$ cat src/rtl/handshake_pkg.sv
// Shared types for the handshake_output valid/ready source.
package handshake_pkg;

    // Default data width of the produced stream.
    localparam int DEFAULT_DATA_WIDTH = 8;

    // Default value type used with the default width.
    typedef logic [DEFAULT_DATA_WIDTH-1:0] value_t;

    // Source state: IDLE holds o_valid low after reset, VALID presents a word.
    typedef enum logic {
        IDLE  = 1'b0,
        VALID = 1'b1
    } state_e;

endpackage : handshake_pkg

$ cat src/rtl/handshake_counter.sv
// Value register for the handshake source. It starts at INIT_VALUE and
// advances by STEP (modulo 2**DATA_WIDTH) whenever advance_i is high.
// count_o is the value currently on offer, and count_next_o is the value
// that will follow it.
module handshake_counter
    import handshake_pkg::*;
#(
    parameter int DATA_WIDTH = DEFAULT_DATA_WIDTH,
    parameter int INIT_VALUE = 1,
    parameter int STEP       = 1
) (
    input  logic                  clock,
    input  logic                  reset,
    input  logic                  advance_i,
    output logic [DATA_WIDTH-1:0] count_o,
    output logic [DATA_WIDTH-1:0] count_next_o
);

    localparam logic [DATA_WIDTH-1:0] INIT_C = DATA_WIDTH'(INIT_VALUE);
    localparam logic [DATA_WIDTH-1:0] STEP_C = DATA_WIDTH'(STEP);

    logic [DATA_WIDTH-1:0] count_q;
    logic [DATA_WIDTH-1:0] count_d;
    logic [DATA_WIDTH-1:0] count_inc;

    // Wrap-around is implicit: the sum is truncated to DATA_WIDTH bits.
    assign count_inc = count_q + STEP_C;

    // Next-state selection: step forward only when a word is accepted.
    always_comb begin
        // NOTE: give every always_comb output a default first so that no
        // path leaves it unassigned, which would infer a latch.
        count_d = count_q;
        if (advance_i) begin
            count_d = count_inc;
        end
    end

    // Value register; reset loads the first value of the sequence.
    always_ff @(posedge clock) begin
        // NOTE: sequential state uses non-blocking assignments so that every
        // flop samples the values from before the edge. The reset is sampled
        // on the clock edge, so it appears only inside the clocked branch.
        if (reset) begin
            count_q <= INIT_C;
        end else begin
            count_q <= count_d;
        end
    end

    assign count_o      = count_q;
    assign count_next_o = count_inc;

endmodule : handshake_counter

$ cat src/rtl/handshake_output.sv
// Valid/ready producer that emits INIT_VALUE, INIT_VALUE+STEP, ... with one
// word per accepted transfer. Both outputs come straight from flops, so
// i_ready has no combinational path to o_value or o_valid.
module handshake_output
    import handshake_pkg::*;
#(
    parameter int DATA_WIDTH = DEFAULT_DATA_WIDTH,
    parameter int INIT_VALUE = 1,
    parameter int STEP       = 1
) (
    input  logic                  clock,
    input  logic                  reset,
    output logic [DATA_WIDTH-1:0] o_value,
    output logic                  o_valid,
    input  logic                  i_ready
);

    state_e                state_q;
    logic                  valid_q;
    logic [DATA_WIDTH-1:0] value_q;

    logic                  transfer;
    logic [DATA_WIDTH-1:0] count;
    logic [DATA_WIDTH-1:0] count_next;

    // A word moves on every edge where it is both offered and accepted.
    // i_ready has no effect while nothing is offered.
    assign transfer = valid_q && i_ready;

    handshake_counter #(
        .DATA_WIDTH (DATA_WIDTH),
        .INIT_VALUE (INIT_VALUE),
        .STEP       (STEP)
    ) u_counter (
        .clock        (clock),
        .reset        (reset),
        .advance_i    (transfer),
        .count_o      (count),
        .count_next_o (count_next)
    );

    // State machine with registered outputs. IDLE offers the first value,
    // and VALID replaces the word only when it has been accepted.
    always_ff @(posedge clock) begin
        if (reset) begin
            state_q <= IDLE;
            valid_q <= 1'b0;
            value_q <= '0;
        end else begin
            case (state_q)
                IDLE: begin
                    state_q <= VALID;
                    valid_q <= 1'b1;
                    value_q <= count;
                end
                VALID: begin
                    state_q <= VALID;
                    valid_q <= 1'b1;
                    if (transfer) begin
                        value_q <= count_next;
                    end
                end
            endcase
        end
    end

    assign o_value = value_q;
    assign o_valid = valid_q;

endmodule : handshake_output

$ cat config.mk
export PLATFORM = sky130hd
export DESIGN_NAME = handshake_output
export DESIGN_NICKNAME = d
export VERILOG_FILES = /design/src/rtl/handshake_pkg.sv /design/src/rtl/handshake_counter.sv /design/src/rtl/handshake_output.sv
export SDC_FILE = /design/constraint.sdc
export NUM_CORES = 1
export LEC_CHECK = 0
export BUFFER_PORTS_ARGS = -buffer_cell sky130_fd_sc_hd__buf_2
export CAP_MARGIN = 0
export CELL_PAD_IN_SITES_DETAIL_PLACEMENT = 0
export CELL_PAD_IN_SITES_GLOBAL_PLACEMENT = 1
export CORE_ASPECT_RATIO = 1.5
export CORE_UTILIZATION = 40
export CTS_CLUSTER_DIAMETER = 80
export DETAILED_ROUTE_END_ITERATION = 7
export PLACE_DENSITY = 0.84
export SLEW_MARGIN = 40
export SYNTH_ARGS = -nofsm -noshare
export SYNTH_HDL_FRONTEND = slang
export SYNTH_SLANG_ARGS = --single-unit
$ cat constraint.sdc
create_clock -name clock -period 1.9 [get_ports clock]
set_clock_uncertainty 0.2 [all_clocks]
set_input_delay 0.285 -clock clock [delete_from_list [all_inputs] [get_ports clock]]
set_output_delay 0.285 -clock clock [all_outputs]
set_load 0.05 [all_outputs]
# Yosys cells after proc, flatten, opt, wreduce, memory -nomap -nowiden
# Cells that the tools add are included.
# word_totals
ff_bits,17
in_bits,3
output_inout_bits,9
word_cells,10
# op_classes
addsub,1
n_eq_ne,1
n_mux,3
bitwise_logic,1
n_reduce_logical,1
# ops
op,n
one-hot mux 8 bit (2 select lines),1
adder 8 x 1 -> 8 bit (second input constant),1
two-way mux 8 bit,1
inequality test 2 x 1 -> 1 bit (second input constant),1
logical AND 1 bit,1
two-way mux 1 bit,1
NOT 1 bit,1

# Depth between registers and ports, before layout
# logic_depth
depth_word,3
depth_mapped,5
ltp_nobuf,4

# Modules after synthesis
# A second synthesis with hierarchy kept.
# unflattened
hier_cells,91
area_unflattened_um2,828.3
# modules_own_cells
module,n_inst,cells_per_inst,area_each_um2,seq_area_each_um2
handshake_counter,1,52,432.9,160.2
handshake_output,1,39,395.4,180.2

# Worst setup path after synthesis
# OpenSTA, ideal clock, no wires.
# synth_path
path_kind,reg-to-reg
startpoint,reg valid_q (netlist: o_valid)
endpoint,reg u_counter.count_q[6] (netlist: u_counter.count_o[6])
setup_ns,0.070
t_arrival_ns,1.498
required_ns,1.630
setup_slack_ns,0.132
path_stages_with_launch,5
n_path_buf,1
synth_period_minus_slack_ns,1.768
cell_sequence,dfxtp_1 > buf_2 > nand3_1 > or3_1 > a21oi_1
# synth_between
elab_chain_cells,1
# synth_lines
element,line_no,source
"start, declared",handshake_output.sv:19,logic valid_q;
"start signal, assigned",handshake_output.sv:47,valid_q <= 1'b0;
"start signal, assigned",handshake_output.sv:53,valid_q <= 1'b1;
"start signal, assigned",handshake_output.sv:58,valid_q <= 1'b1;
logical AND 1 bit,handshake_output.sv:28,assign transfer = valid_q && i_ready;
"end signal, assigned",handshake_counter.sv:47,count_q <= count_d;
"end, declared",handshake_counter.sv:22,logic [DATA_WIDTH-1:0] count_q;
# No other way between the ends.
# A chain may end at the register's enable or synchronous reset.

# Worst setup path in the final report
# layout_path
startpoint,reg u_counter.count_q[0] (netlist: u_counter.count_o[0])
endpoint,reg u_counter.count_q[4] (netlist: u_counter.count_o[4])
# layout_between
elab_chain_cells,1
# layout_lines
element,line_no,source
adder 8 x 1 -> 8 bit,handshake_counter.sv:27,assign count_inc = count_q + STEP_C;
# No other way between the ends.

==> impl_metrics.yaml <==
synthesis:
  synth_area_leader_cell: "dfxtp_1"
  synth_top_area_share_pct: 39.9
  synth_fp_nets: 103
  synth_top_cells_by_count: "dfxtp_1 (17), nand2_1 (9), a21oi_1 (8)"
  yosys-top-cells-area: "dfxtp_1 (40%), a21oi_1 (4.7%), nand2_1 (4.0%)"
  synth_edf_count: 0
  synth_cell_type_count: 35
  ys_seq_elements: 17
  synth_most_common_cell: "dfxtp_1"
  netlist_area_um2: 853
  synth.avg_cell_area_um2: 8.62
  synthFlopType: "dfxtp_1"
  ys_async_sr_fraction_pct: 0
  netlist_instances: 99
  ys_seq_area_share_pct: 39.9
  yosys_warnings: 0
route:
  drtAntennaViolNets: 0
  drc: 0
  drt_first_pass_iters: 4
  drt_iter0_drc: 28
  finalWirelength_um: 1860
  vias: 773
  routedWlPerCell_um: 14.0
  routed_via_density: 5.81
power:
  peakVddDrop_v: 0.000436
  p_per_area_mw_per_mm2: 682
  netSwitchingPower_w: 0.000181
  pwr-share-seq_pct: 57.2
  power.internal_w: 0.000472
  finalPower_w: 0.000653
  clkPwrFrac_pct: 30.2
  combPwrFrac_pct: 12.5
  leakagePower_nw: 0.358
  sw_frac_of_total_pct: 27.8
timing:
  period_needed_ns: 1.65
  fin_setup_tns_ns: 0
  final-hold-violation-count: 0
  holdWs_ns: 0.0782
  slew_viol_final: 0
  slew_headroom_pct: 81.4
  fin_crit_sh_pct: 87.0
  tightest_slew_ns: 0.278
  fmax_mhz: 605
  finalSetupViolCount: 0
  rsz0062_at_grt: "no"
critical_path:
  arrival_ns: 1.67
  cp.required_ns: 1.92
  crit_slowest_cell: "dfxtp_1"
  cpPeakStageDelay_ns: 0.46
  crit_path_cell_trace: "ha_1, nand3_1, or3_1, a21oi_1"
  critical_path.startpoint_type: "flip-flop"
  path_class: "flip-flop to flip-flop"
  worst_setup_path_end_kind: "flip-flop"
  crit_fanout: 6
  cpLargestDelayFamily: "simple AND/OR/NAND/NOR gates"
  reg2reg_to: "u_counter.count_o[4]$_SDFFE_PP0P_"
  r2r_start: "u_counter.count_o[0]$_SDFFE_PP1P_"
  r2r_slack_ns: 0.25
  path_buf_inv: 0
  r2r_cells: 4
layout:
  final_layout_size_suffix_gt1_share_pct: 21.6
  postLayoutCellArea_um2: 957
  diodes: 0
  area_delta_synth_final_pct: 12.2
  fin_nets: 116
floorplan:
  die_area_mm2: 0.00233
  placementRows: 20
  io_pins: 12
  die_w_um: 39.7
  coreArea_mm2: 0.00203
  start_util_pct: 42.1
  dieHeight_um: 58.6
place:
  io_buffers: 11
  hpwl_um: 1300
  postPlaceCellArea_um2: 931
  gp_congestion: 0.728
cts:
  cts.repair.resized: 0
  cts_max_level: 1
  cts_sinks: 17
  clk_path_buf_depth: 2
  clk_pin_slew_worst_paths_ns: 0.10
  postCtsHoldBufs: 0
  clock_latency_ns: 0.29
  postCtsSetupBuffers: 0
  clock-root-buffer: "clkbuf_4"
  numCtsBuffers: 3
  cts_tree: "yes"
run:
  maxCapViolCount: 0
global_routing:
  grt_pass1_wl_um: 3150
  antenna_found_initial: 0
  grt_overflow: 0
  grt_use_total_pct: 19.6
  grt_max_degree: 18
  grt_pass1_vias: 702
outcome:
  status: "finished clean"
worst_hold_path:
  whs_path_depth: 3
  hold_end: "u_counter.count_o[7]$_SDFFE_PP0P_"
  hold_start: "reset"
  min-delay-path-class: "input pin to flip-flop"
-- registers in the layout (all words and copies together), names as in the netlist --
name	count
o_valid	1
o_value	8
u_counter.count_o	8
-- power groups by stage --
stage               combinational, W  sequential [W]  clock [W]
detailed placement         0.0000824        0.000382          0
global placement           0.0000811        0.000381          0
global route               0.0000903        0.000375   0.000217
finish                     0.0000819        0.000374   0.000197
floorplan                  0.0000446        0.000398          0
CTS                        0.0000824        0.000374   0.000198
-- final cells by class --
class / instances / area, µm²
timing repair buffer: 15 / 85.1
tap: 22 / 27.5
inverter: 5 / 18.8
sequential: 17 / 340
multi-input combinational: 70 / 459
clock buffer: 4 / 26.3
fill: 189 / 1070
-- through the flow --
stage | utilization (%) | worst slack [ns] | instances
6_report | 47.2 | 0.247 | 133
5_1_grt | 47.2 | 0.115 | 133
4_1_cts | 47.2 | 0.256 | 133
3_5_place_dp | 45.9 | 0.287 | 129
3_3_place_gp | 45.9 | 0.300 | 129
2_1_floorplan | - | 0.132 | 99
-- tightest hold or removal path: stages --
cell and delay (ns):
buf_2 0.08, or2_2 0.10, o41ai_1 0.06
-- cells by family after synthesis --
group,after synthesis,share of synthesized area (%)
XOR/XNOR,1,1.03
AO/OA/AOI/OAI,31,24.8
buffers and inverters,12,6.31
flip-flops,17,39.9
adder cells (fa/ha/maj),1,1.47
AND/OR/NAND/NOR,36,25.4
multiplexers,1,1.17
-- routing by layer --
metal  global-route usage [%]  wire [µm]  up-vias
met5                        0          0        -
met4                     9.85         19        0
met3                     2.26         68        2
met2                     31.6        923       19
met1                     24.9        847      363
li1                         -          -      389
-- placed cells by master, fill, tap and decap left out, types with 2 or more instances in the layout --
| cell type | instances |
|---|---|
| dfxtp_1 | 17 |
| buf_2 | 11 |
| nand2_1 | 9 |
| a21oi_1 | 8 |
| nand3_1 | 6 |
| inv_1 | 5 |
| o21ai_0 | 5 |
| nor2b_1 | 4 |
| buf_4 | 4 |
| or4_1 | 3 |
| or3_1 | 3 |
| clkbuf_4 | 3 |
| nor2_1 | 2 |
| or2_2 | 2 |
| nand2b_1 | 2 |
| o32ai_1 | 2 |
| a31oi_1 | 2 |
| a2bb2oi_1 | 2 |
| o2111ai_1 | 2 |
| o211ai_1 | 2 |
| o31ai_1 | 2 |
-- worst max-delay path by stage --
| stage | startpoint | cells after the start | to |
|---|---|---|---|
| 3_3_place_gp | u_counter.count_o[0]$_SDFFE_PP1P_ | 4 | u_counter.count_o[6]$_SDFFE_PP0P_ |
| 5_1_grt | u_counter.count_o[0]$_SDFFE_PP1P_ | 4 | u_counter.count_o[6]$_SDFFE_PP0P_ |
| 6_report | u_counter.count_o[0]$_SDFFE_PP1P_ | 4 | u_counter.count_o[4]$_SDFFE_PP0P_ |
| 2_1_floorplan | o_valid$_DFF_P_ | 4 | u_counter.count_o[6]$_SDFFE_PP0P_ |
| 4_1_cts | u_counter.count_o[0]$_SDFFE_PP1P_ | 4 | u_counter.count_o[6]$_SDFFE_PP0P_ |
| 3_5_place_dp | u_counter.count_o[0]$_SDFFE_PP1P_ | 4 | u_counter.count_o[6]$_SDFFE_PP0P_ |
Power figures use the tool's default switching activity.
